$ cat config.mk
export PLATFORM = sky130hd
export DESIGN_NAME = fifo_main_push_cond
export DESIGN_NICKNAME = d
export VERILOG_FILES = /design/src/rtl/fifo_main_push_cond.sv
export SDC_FILE = /design/constraint.sdc
export NUM_CORES = 1
export LEC_CHECK = 0
export BUFFER_PORTS_ARGS = -buffer_cell sky130_fd_sc_hd__buf_2
export CAP_MARGIN = 0
export CORE_ASPECT_RATIO = 0.7
export CORE_MARGIN = 2
export CORE_UTILIZATION = 50
export DETAILED_ROUTE_END_ITERATION = 12
export PLACE_DENSITY = 0.75
export SLEW_MARGIN = 10
export SYNTH_ARGS = -nofsm -noshare
export SYNTH_HDL_FRONTEND = slang
export SYNTH_SLANG_ARGS = --single-unit
$ cat constraint.sdc
create_clock -name clk -period 2.8 [get_ports clk]
set_clock_uncertainty 0.1 [all_clocks]
set_input_delay 0.28 -clock clk [delete_from_list [all_inputs] [get_ports clk]]
set_output_delay 0.28 -clock clk [all_outputs]
set_load 0.01 [all_outputs]
$ cat src/rtl/fifo_main_push_cond.sv
// ---------------------------------------------------------------------------
// fifo_main_push_cond
//
// Write-side controller for the Main FIFO. Upstream words arrive over a
// valid/ready handshake and are held in a 2-entry skid buffer. The head word
// is written to the Main FIFO (registered Main_wr / Main_data_in) on every
// edge where the Main FIFO is neither almost full nor full. A wrapping counter
// tracks how many writes have been issued since reset.
//
// Optional feature (macro MAIN_PUSH_BYPASS_EN):
//   When the buffer is empty and a word is accepted while the Main FIFO can
//   take it, the word goes straight into Main_data_in on the accepting edge
//   and the buffer stays empty. Without the macro every word spends one edge
//   in the skid buffer.
//
// Parameters:
//   DATA_WIDTH        word width
//   CNT_WIDTH         width of push_count
//
// Ports:
//   clk               clock, all state updates on the rising edge
//   reset             synchronous, active-high reset
//   data_in           upstream word
//   valid_in          upstream word valid
//   ready_out         controller can accept a word this cycle
//   Main_almost_full  Main FIFO almost-full flag
//   Main_full         Main FIFO full flag
//   Main_data_in      word written to the Main FIFO (registered, 0 when idle)
//   Main_wr           Main FIFO write strobe (registered)
//   push_count        number of Main FIFO writes since reset, wraps
// ---------------------------------------------------------------------------
module fifo_main_push_cond #(
    parameter int DATA_WIDTH = 6,
    parameter int CNT_WIDTH  = 8
) (
    input  logic                  clk,
    input  logic                  reset,
    input  logic [DATA_WIDTH-1:0] data_in,
    input  logic                  valid_in,
    output logic                  ready_out,
    input  logic                  Main_almost_full,
    input  logic                  Main_full,
    output logic [DATA_WIDTH-1:0] Main_data_in,
    output logic                  Main_wr,
    output logic [CNT_WIDTH-1:0]  push_count
);

    // Buffer occupancy doubles as the controller state.
    typedef enum logic [1:0] {
        EMPTY = 2'd0,
        ONE   = 2'd1,
        FULL  = 2'd2
    } state_e;

    state_e                state_q, state_d;
    logic                  head_q, head_d;
    logic                  tail_q, tail_d;
    logic [DATA_WIDTH-1:0] buf_q [2];
    logic [DATA_WIDTH-1:0] buf_d [2];
    logic                  main_wr_q, main_wr_d;
    logic [DATA_WIDTH-1:0] main_data_q, main_data_d;
    logic [CNT_WIDTH-1:0]  push_count_q, push_count_d;

    logic push;       // handshake completes this cycle
    logic can_write;  // Main FIFO may take a word on this edge
    logic pop;        // head of the skid buffer is written this edge
    logic bypass;     // accepted word goes straight to the Main FIFO
    logic store;      // accepted word is written into the skid buffer

    // ready_out depends only on registered state and reset, never on the
    // Main FIFO flags, so upstream sees no combinational path through us.
    assign ready_out = !reset && (state_q != FULL);
    assign push      = valid_in && ready_out;
    assign can_write = !Main_almost_full && !Main_full;
    assign pop       = (state_q != EMPTY) && can_write;

`ifdef MAIN_PUSH_BYPASS_EN
    assign bypass = (state_q == EMPTY) && push && can_write;
`else
    assign bypass = 1'b0;
`endif

    assign store = push && !bypass;

    // NOTE: every signal written here gets a default first, so no path
    // through the block leaves a value unassigned and no latch is inferred.
    always_comb begin
        state_d      = state_q;
        head_d       = head_q ^ pop;
        tail_d       = tail_q ^ store;
        buf_d        = buf_q;
        main_wr_d    = 1'b0;
        main_data_d  = '0;

        if (store) begin
            buf_d[tail_q] = data_in;
        end

        unique case (state_q)
            EMPTY:   if (store)          state_d = ONE;
            ONE: begin
                if (store && !pop)       state_d = FULL;
                else if (pop && !store)  state_d = EMPTY;
            end
            FULL:    if (pop)            state_d = ONE;
            default:                     state_d = EMPTY;
        endcase

        // Data is forced to zero whenever the strobe is low.
        if (pop) begin
            main_wr_d   = 1'b1;
            main_data_d = buf_q[head_q];
        end else if (bypass) begin
            main_wr_d   = 1'b1;
            main_data_d = data_in;
        end

        // Counts the write being registered on this edge.
        push_count_d = push_count_q + CNT_WIDTH'(main_wr_d);
    end

    // NOTE: sequential state uses non-blocking assignments so every flop
    // samples the pre-edge values computed above, independent of block order.
    always_ff @(posedge clk) begin
        if (reset) begin
            state_q      <= EMPTY;
            head_q       <= 1'b0;
            tail_q       <= 1'b0;
            main_wr_q    <= 1'b0;
            main_data_q  <= '0;
            push_count_q <= '0;
        end else begin
            state_q      <= state_d;
            head_q       <= head_d;
            tail_q       <= tail_d;
            main_wr_q    <= main_wr_d;
            main_data_q  <= main_data_d;
            push_count_q <= push_count_d;
        end
    end

    // NOTE: the storage array is deliberately not reset; an entry is only
    // ever read after it has been written, and occupancy is what reset clears.
    always_ff @(posedge clk) begin
        buf_q <= buf_d;
    end

    assign Main_wr      = main_wr_q;
    assign Main_data_in = main_data_q;
    assign push_count   = push_count_q;

endmodule
### After elaboration in Yosys (flattened, before gate mapping)

Index checks and enable logic that the tools add are counted.

* bits in registers: 31
* output and inout bits: 16
* logic and storage cells: 51

* add/sub/neg operators: 1
* $lt $le $gt $ge: 3
* equal/unequal tests: 6
* muxes and demuxes: 12
* bitwise gates (word level): 5
* reductions and logical operators: 16

Operators with widths (count)
* 6-bit 2-to-1 mux: 4
* 12-bit bitwise mux: 1
* 8-bit by 1-bit adder with 8-bit output: 1
* 2-bit 2-to-1 mux: 4
* 1-bit logical AND: 7
* 6-bit demux with 1-bit select: 1
* 2-bit inequality test, second input constant: 3
* 2-bit case mux with 3 select lines: 1
* 1-bit zero test: 5
* 2-bit >= comparator, second input constant: 2
* 1-bit NOT with 2-bit output: 2
* 3-bit inequality test, second input constant: 1
* 3-bit AND reduction: 1
* 2-bit by 1-bit == test with 1-bit output, second input constant: 1
* 2-bit == test, second input constant: 1
* 2-bit zero test: 1
* 2-bit by 1-bit less-than comparator with 1-bit output, second input constant: 1
* 2-bit nonzero test: 1
* 2-bit OR reduction: 1
* 1-bit bitwise XOR: 2
* 1-bit 2-to-1 mux: 1
* 1-bit NOT: 1

### Depth between registers and ports, before layout

Gate-level depths: netlist of the first run.

* depth in word-level cells: 8
* depth in mapped cells: 8
* mapped depth without buffers: 7

### Least setup slack after synthesis of the first run

No wires, ideal clock.

* kind: input to register
* start point: input Main_full
* end point: register push_count_q[6] (netlist: push_count[6])
* setup time: 0.071 ns
* arrival: 1.695 ns
* setup slack: 0.934 ns
* cell stages on the path: 8
* buffers on the path: 1
* cells stage by stage: or2_1 -> buf_6 -> or2_2 -> nor2_1 -> ha_1 -> nand2_1 -> or3_1 -> a21oi_1

* word-level cells in the longest chain between the ends: 5

Ends and longest elaborated chain
* start: declaration: RTL line 42 `input logic Main_full,`
* 1-bit zero test: RTL line 74 `assign can_write = !Main_almost_full && !Main_full;`
* 1-bit logical AND: RTL line 74
* 1-bit logical AND: RTL line 75 `assign pop = (state_q != EMPTY) && can_write;`
* 1-bit 2-to-1 mux: RTL line 110 `if (pop) begin`
* 8-bit by 1-bit adder with 8-bit output: RTL line 119 `push_count_d = push_count_q + CNT_WIDTH'(main_wr_d);`
* end signal: assignment: RTL line 138 `push_count_q <= push_count_d;`
* end: declaration: RTL line 62 `logic [CNT_WIDTH-1:0] push_count_q, push_count_d;`

No other way between the ends.
A chain may end at the register's enable or synchronous reset.

### Worst setup path in the final report of the first run

* start point: register state_q[1]
* end point: register push_count_q[6] (netlist: push_count[6])

* word-level cells in the longest chain between the ends: 4

Ends and longest elaborated chain
* start: declaration: RTL line 55 `state_e state_q, state_d;`
* start signal: assignment: RTL line 133 `state_q <= state_d;`
* 2-bit nonzero test: RTL line 75
* 1-bit logical AND: RTL line 75
* 1-bit 2-to-1 mux: RTL line 110
* 8-bit by 1-bit adder with 8-bit output: RTL line 119

No other way between the ends.

==> results of run 1 <==
-- critical path, cell delays in order (launching register included) --
cell	delay, ps
dfxtp_1	400
nor2_1	160
or2_2	310
nor2_1	90
ha_1	200
nand2_1	70
or3_1	300
a21oi_1	130
-- worst max path at each step --
stage,start,to,slack [ps]
4_1_cts,state_q[1],push_count[6],970
2_1_floorplan,Main_full,push_count[6],930
3_3_place_gp,Main_full,push_count[6],800
3_5_place_dp,Main_full,push_count[6],760
5_1_grt,state_q[1],push_count[6],830
6_report,state_q[1],push_count[6],980
-- area by class of cell --
class,instances,area (um^2)
clock inverters,1,5.00
fillers,192,806
multi-input cells,64,419
well taps,32,40.0
inverters,3,11.3
flip-flops and latches,31,741
clock buffers,7,55.1
repair buffers,26,130
-- stage by stage --
stage	total power, W	hold WS, ps	utilization	cell area [um^2]	setup WS, ps
floorplan	0.000526	279	-	1190	934
global placement	0.000540	357	0.608	1340	802
detailed placement	0.000543	369	0.608	1340	760
CTS	0.000806	27.2	0.635	1400	971
global route	0.000830	25.7	0.635	1400	831
finish	0.000799	36.9	0.635	1400	977
-- report_power, final --
part           switching, W  leakage [nW]  internal, W   total, W
registers        0.00000682         0.264     0.000480   0.000487
logic             0.0000261         0.267    0.0000197  0.0000457
clock network      0.000144        0.0353     0.000122   0.000266
-- flip-flops by register name (all words and copies together), names as in the netlist --
signal	count
head_q	1
Main_data_in	6
Main_wr	1
buf_q	12
state_q	2
push_count	8
tail_q	1
-- cells by family (layout without fill, tap and decap cells) --
kind of cell,count (synthesis),count (layout),synth area share
compound gates,11,11,0.0503
xor+xnor,2,2,0.0147
fa+ha+maj,4,4,0.0419
buf+inv,7,37,0.0283
flops,31,31,0.621
mux,8,8,0.0692
simple gates,39,39,0.175
-- metal layers --
metal	wire length, um	vias to the layer above	global-route usage
li1	-	413	-
met1	896	385	0.175
met2	977	29	0.297
met3	126	2	0.0823
met4	13	0	0.0667
met5	0	-	0
-- cell usage in the layout (no fill, tap or decap), types with 2 or more instances in the layout --
| cell type | n |
|---|---|
| clkbuf_4 | 5 |
| mux2_2 | 2 |
| buf_2 | 26 |
| dfxtp_1 | 19 |
| ha_1 | 4 |
| edfxtp_1 | 12 |
| o21ai_0 | 3 |
| or3_2 | 3 |
| mux2i_1 | 6 |
| inv_1 | 3 |
| nor4_1 | 2 |
| nand2_1 | 2 |
| nor2_1 | 15 |
| a21oi_1 | 6 |
| nor2b_1 | 5 |
| nand3_1 | 3 |
==> metrics.cfg, run 1 <==
[synthesis]
synth_seq_cells = 31
ys_seq_area_frac = 0.621
syn_area_um2 = 1190
synth_top_area_cell = dfxtp_1
syn_inst = 102
syn-num-nets = 117
synth_edf_count = 12
ys_types = 30
synthTopCellsByArea = dfxtp_1, edfxtp_1, mux2i_1
synth_common_cells = dfxtp_1, nor2_1, edfxtp_1, a21oi_1, mux2i_1
synth.most_common_cell = dfxtp_1
synth_flop_cell = dfxtp_1
synth-warning-count = 0
synthArstFlopShare = 0
yosysTopAreaCellShare = 0.319
avgSynthCellArea_um2 = 11.7

[layout]
nNetsFinal = 146
layoutNonFillerInstCount = 164
area_delta_synth_final_pct = 17.4
layout-drive-gt1-share = 0.295
diodes = 0

[grt]
grt_overflow = 0
grt_start_max_net_pins = 17
antenna_found_initial = 0
grt_pass1_vias = 768
grtUsageTotal = 0.167
grt_pass1_wl_mm = 3.31

[timing]
maxSlewHeadroom = 0.653
hold_viol_final = 0
setup_violations = 0
fmax_ghz = 0.548
grt_setup_unrepaired = no
period_minus_slack_ps = 1820
finalCritPeriodShare = 0.651
tightest_slew_ps = 519
finalMaxSlewViolations = 0
fin_setup_tns_ps = 0

[clock_network]
cts_buffers = 5
hold_buffers = 0
cts.htree.levels = 2
cts_resized = 0
cts_tree = done
numClockSinks = 31
clkLatencyLatePin_ps = 320
post-cts-setup-buffers = 0
clockBufferDepth = 2
root_buffer = clkbuf_4
clk_pin_slew_worst_paths_ps = 100

[power_and_ir_drop]
power.density_nw_per_um2 = 570
p_leak_nw = 0.566
vdd_drop_max_uv = 266

[route]
drt_iter0_drc = 26
ant_nets = 0
vias_per_cell = 5.05
totalWireLength_mm = 2.01
first_pass_iters = 4
routedWlPerCell_um = 12.3
route.detailed.drc = 0
vias = 829

[setup_path]
worst_r2r_endpoint = push_count[6]
critical_path_class = reg -> reg
worstPathMaxFanout = 10
end_kind = flop
worstRegToRegCells = 7
reg2reg_from = state_q[1]
r2r_slack_ps = 980
worst_ep_arrival_time_ps = 1980
critPathLaunchType = flop
required_ps = 2960

[hold_path]
min-delay-start = data_in[0]
min_to = buf_q[6]
holdPathStages = 1
hold_path_class = in -> reg

[place]
portBuffers = 26
placed_cells_incl_taps = 156
gp_routability_congestion = 0.756
hpwl_mm = 1.42

[floorplan]
dieArea_um2 = 2800
chipWidth_um = 62.4
io_pins = 27
dieHeight_um = 44.9
core-area_um2 = 2210
initial_core_util = 0.541
row_count = 14

[job]
cap_violations = 0

[run_status]
status = complete, no violations

No activity file was read; power rests on OpenSTA's default activity.
==> run 2, diff against run 1 <==
--- a/config.mk
+++ b/config.mk
@@ -5,13 +5,14 @@
 export SDC_FILE = /design/constraint.sdc
 export NUM_CORES = 1
 export LEC_CHECK = 0
+export ABC_AREA = 1
 export BUFFER_PORTS_ARGS = -buffer_cell sky130_fd_sc_hd__buf_2
 export CAP_MARGIN = 0
 export CORE_ASPECT_RATIO = 0.7
 export CORE_MARGIN = 2
-export CORE_UTILIZATION = 50
+export CORE_UTILIZATION = 47
 export DETAILED_ROUTE_END_ITERATION = 12
-export PLACE_DENSITY = 0.75
+export PLACE_DENSITY = 0.73
 export SLEW_MARGIN = 10
 export SYNTH_ARGS = -nofsm -noshare
 export SYNTH_HDL_FRONTEND = slang
==> constraint.sdc (replaced) <==
create_clock -name clk -period 1.6 [get_ports clk]
set_clock_uncertainty 0.1 [all_clocks]
set_input_delay 0.16 -clock clk [delete_from_list [all_inputs] [get_ports clk]]
set_output_delay 0.16 -clock clk [all_outputs]
set_load 0.01 [all_outputs]
==> metrics.cfg, run 2 <==
[power_and_ir_drop]
vdd_drop_max_uv = 445  ; +67%
p_leak_nw = 0.696  ; +23%
power.density_nw_per_um2 = 1020  ; +79%

[floorplan]
row_count = 15  ; +1
initial_core_util = 0.495  ; -0.0459
core-area_um2 = 2480  ; +12%
chipWidth_um = 65.1  ; +4.2%
dieArea_um2 = 3040  ; +8.6%
io_pins = 27  ; unchanged
dieHeight_um = 46.7  ; +4.1%

[synthesis]
synth_common_cells = nand2_1, dfxtp_1, edfxtp_1, inv_1, nor2_1
syn_area_um2 = 1230  ; +2.7%
synth_flop_cell = dfxtp_1
synthTopCellsByArea = dfxtp_1, edfxtp_1, nand2_1
yosysTopAreaCellShare = 0.310  ; -0.00845
synth-warning-count = 0  ; unchanged
ys_types = 21  ; -30%
ys_seq_area_frac = 0.604  ; -0.0165
syn-num-nets = 132  ; +13%
synth.most_common_cell = nand2_1
synth_seq_cells = 31  ; unchanged
syn_inst = 117  ; +15%
synthArstFlopShare = 0  ; unchanged
synth_edf_count = 12  ; unchanged
avgSynthCellArea_um2 = 10.5  ; -10%
synth_top_area_cell = dfxtp_1

[timing]
fmax_ghz = 0.662  ; +21%
period_minus_slack_ps = 1510  ; -312 ps
maxSlewHeadroom = 0.806  ; +0.153
hold_viol_final = 0  ; unchanged
setup_violations = 0  ; unchanged
finalCritPeriodShare = 0.945  ; +0.294
tightest_slew_ps = 291  ; -228 ps
finalMaxSlewViolations = 0  ; unchanged
fin_ws_ps = 88.5  ; -888 ps

[grt]
grt_pass1_wl_mm = 3.49  ; +5.6%
grt_pass1_vias = 795  ; +3.5%
grtUsageTotal = 0.163  ; -0.00405
grt_start_max_net_pins = 11  ; -6
grt_overflow = 0  ; unchanged
antenna_found_initial = 0  ; unchanged

[clock_network]
cts_buffers = 5  ; unchanged
clk_pin_slew_worst_paths_ps = 60  ; -40 ps
root_buffer = clkbuf_8
cts_tree = done
post-cts-setup-buffers = 0  ; unchanged
numClockSinks = 31  ; unchanged
cts.htree.levels = 2  ; unchanged
clockBufferDepth = 2  ; unchanged
clkLatencyLatePin_ps = 270  ; -50 ps

[layout]
final_common_cell = buf_2
seqCellArea_um2 = 748  ; +1.0%
mostFrequentLayoutCells = buf_2, nand2_1, dfxtp_1
layoutNonFillerInstCount = 192  ; +17%
diodes = 0  ; unchanged
top_register = buf_q
largest_register_ff_count = 12  ; unchanged
utilization = 0.648  ; +0.0131
fin_area_um2 = 1610  ; +15%
nNetsFinal = 172  ; +18%
layout-drive-gt1-share = 0.386  ; +0.0906
multi_input_area_um2 = 463  ; +10%
fillCellCount = 206  ; +7.3%
area_delta_synth_final_pct = 30.9

[hold_path]
hold_path_class = in -> reg
min-delay-start = Main_full

[route]
drt_iter0_drc = 53  ; +100%
routedWlPerCell_um = 12.2  ; -0.46%
route.detailed.drc = 0  ; unchanged
vias_per_cell = 4.71  ; -6.8%
vias = 905  ; +9.2%
totalWireLength_mm = 2.35  ; +17%
ant_nets = 0  ; unchanged
first_pass_iters = 4  ; unchanged

[place]
pre_cts_ws_ps = -39.7  ; -800 ps
gp_routability_congestion = 0.741  ; -2.0%
place_area_um2 = 1410  ; +5.0%
portBuffers = 26  ; unchanged
hpwl_mm = 1.69  ; +19%
placed_cells_incl_taps = 178  ; +14%

[setup_path]
end_kind = flop
required_ps = 1690  ; -1270 ps
critPathLaunchType = flop
reg2reg_from = state_q[1]
critical_path_class = reg -> reg
worstPathMaxFanout = 4  ; -6
worst_ep_arrival_time_ps = 1600  ; -380 ps
crit_start = state_q[1]
worstRegToRegCells = 9  ; +2
worst_r2r_endpoint = push_count[6]
cp-endpoint = push_count[6]
r2r_slack_ps = 90  ; -890 ps

[job]
cap_violations = 0  ; unchanged

[run_status]
status = complete, no violations

==> run 2: cell count changes in the layout (fill, tap and decap cells not counted), moves of 4 or more <==
cell | previous run | this run
clkbuf_8 | 1 | 6
inv_2 | 0 | 4
a21oi_2 | 0 | 7
inv_1 | 3 | 9
nor2b_1 | 5 | 0
mux2i_1 | 6 | 0
nand2_1 | 2 | 19
nor2_1 | 15 | 10
clkbuf_4 | 5 | 0
dlygate4sd3_1 | 0 | 6
==> run 2: stage by stage <==
stage | TNS [ps] | hold WS [ps] | total power (W)
global placement | 0 | 248 | 0.00101
detailed placement | -76.7 | 254 | 0.00102
global route | -10.3 | 147 | 0.00171
finish | 0 | 140 | 0.00164
CTS | 0 | 104 | 0.00165
floorplan | 0 | 159 | 0.000971
==> run 2: cells by family (layout without fill, tap and decap cells) <==
logic type      count (synthesis)  in the layout  share of synthesized area
simple gates                   49             49                      0.208
flops                          31             31                      0.604
compound gates                 17             17                     0.0929
buf+inv                        15             56                     0.0469
fa+ha+maj                       4              4                     0.0408
xor+xnor                        1              1                    0.00714
==> run 2: cell type report <==
type | instances | share of cell area
clock inverters | 1 | 0.00312
inverters | 14 | 0.0343
multi-input cells | 71 | 0.288
repair buffers | 34 | 0.128
well taps | 34 | 0.0265
flip-flops and latches | 31 | 0.466
clock buffers | 7 | 0.0538
==> run 2: power by group <==
group	switching (W)	internal, W
Combinational	0.0000963	0.0000661
Clock	0.000265	0.000346
Sequential	0.0000197	0.000848
Total	0.000381	0.00126
==> run 2: per-layer routing <==
| metal | part of all wire | vias to the layer above | track usage |
|---|---|---|---|
| li1 | - | 466 | - |
| met4 | 0 | 0 | 0.0500 |
| met2 | 0.51 | 22 | 0.282 |
| met3 | 0.053 | 0 | 0.0671 |
| met5 | 0 | - | 0 |
| met1 | 0.44 | 417 | 0.192 |
==> run 2: worst min-delay path by stage <==
stage	cells past startpoint	to	slack, ps
finish	4	Main_wr	140
global placement	1	buf_q[1]	250
global route	3	state_q[1]	150
CTS	4	Main_wr	100
detailed placement	1	buf_q[6]	250
floorplan	0	buf_q[0]	160
==> run 2: what timing repair did <==
action | in CTS | in global routing
hold buffers | 6 | 0
endpoints found under the hold margin | 12 | 0
pin swaps | 0 | 3
resized for setup | 3 | 9
setup endpoints to repair | 2 | 4
==> run 2: worst max-delay path, cell delays in order (launching register included) <==
cell and delay (ps):
dfxtp_4 380, inv_2 70, nand2_4 100, nand3_4 80
inv_2 90, ha_1 210, nand3_2 110, nor2_1 100
a21oi_1 70, nor3_1 130
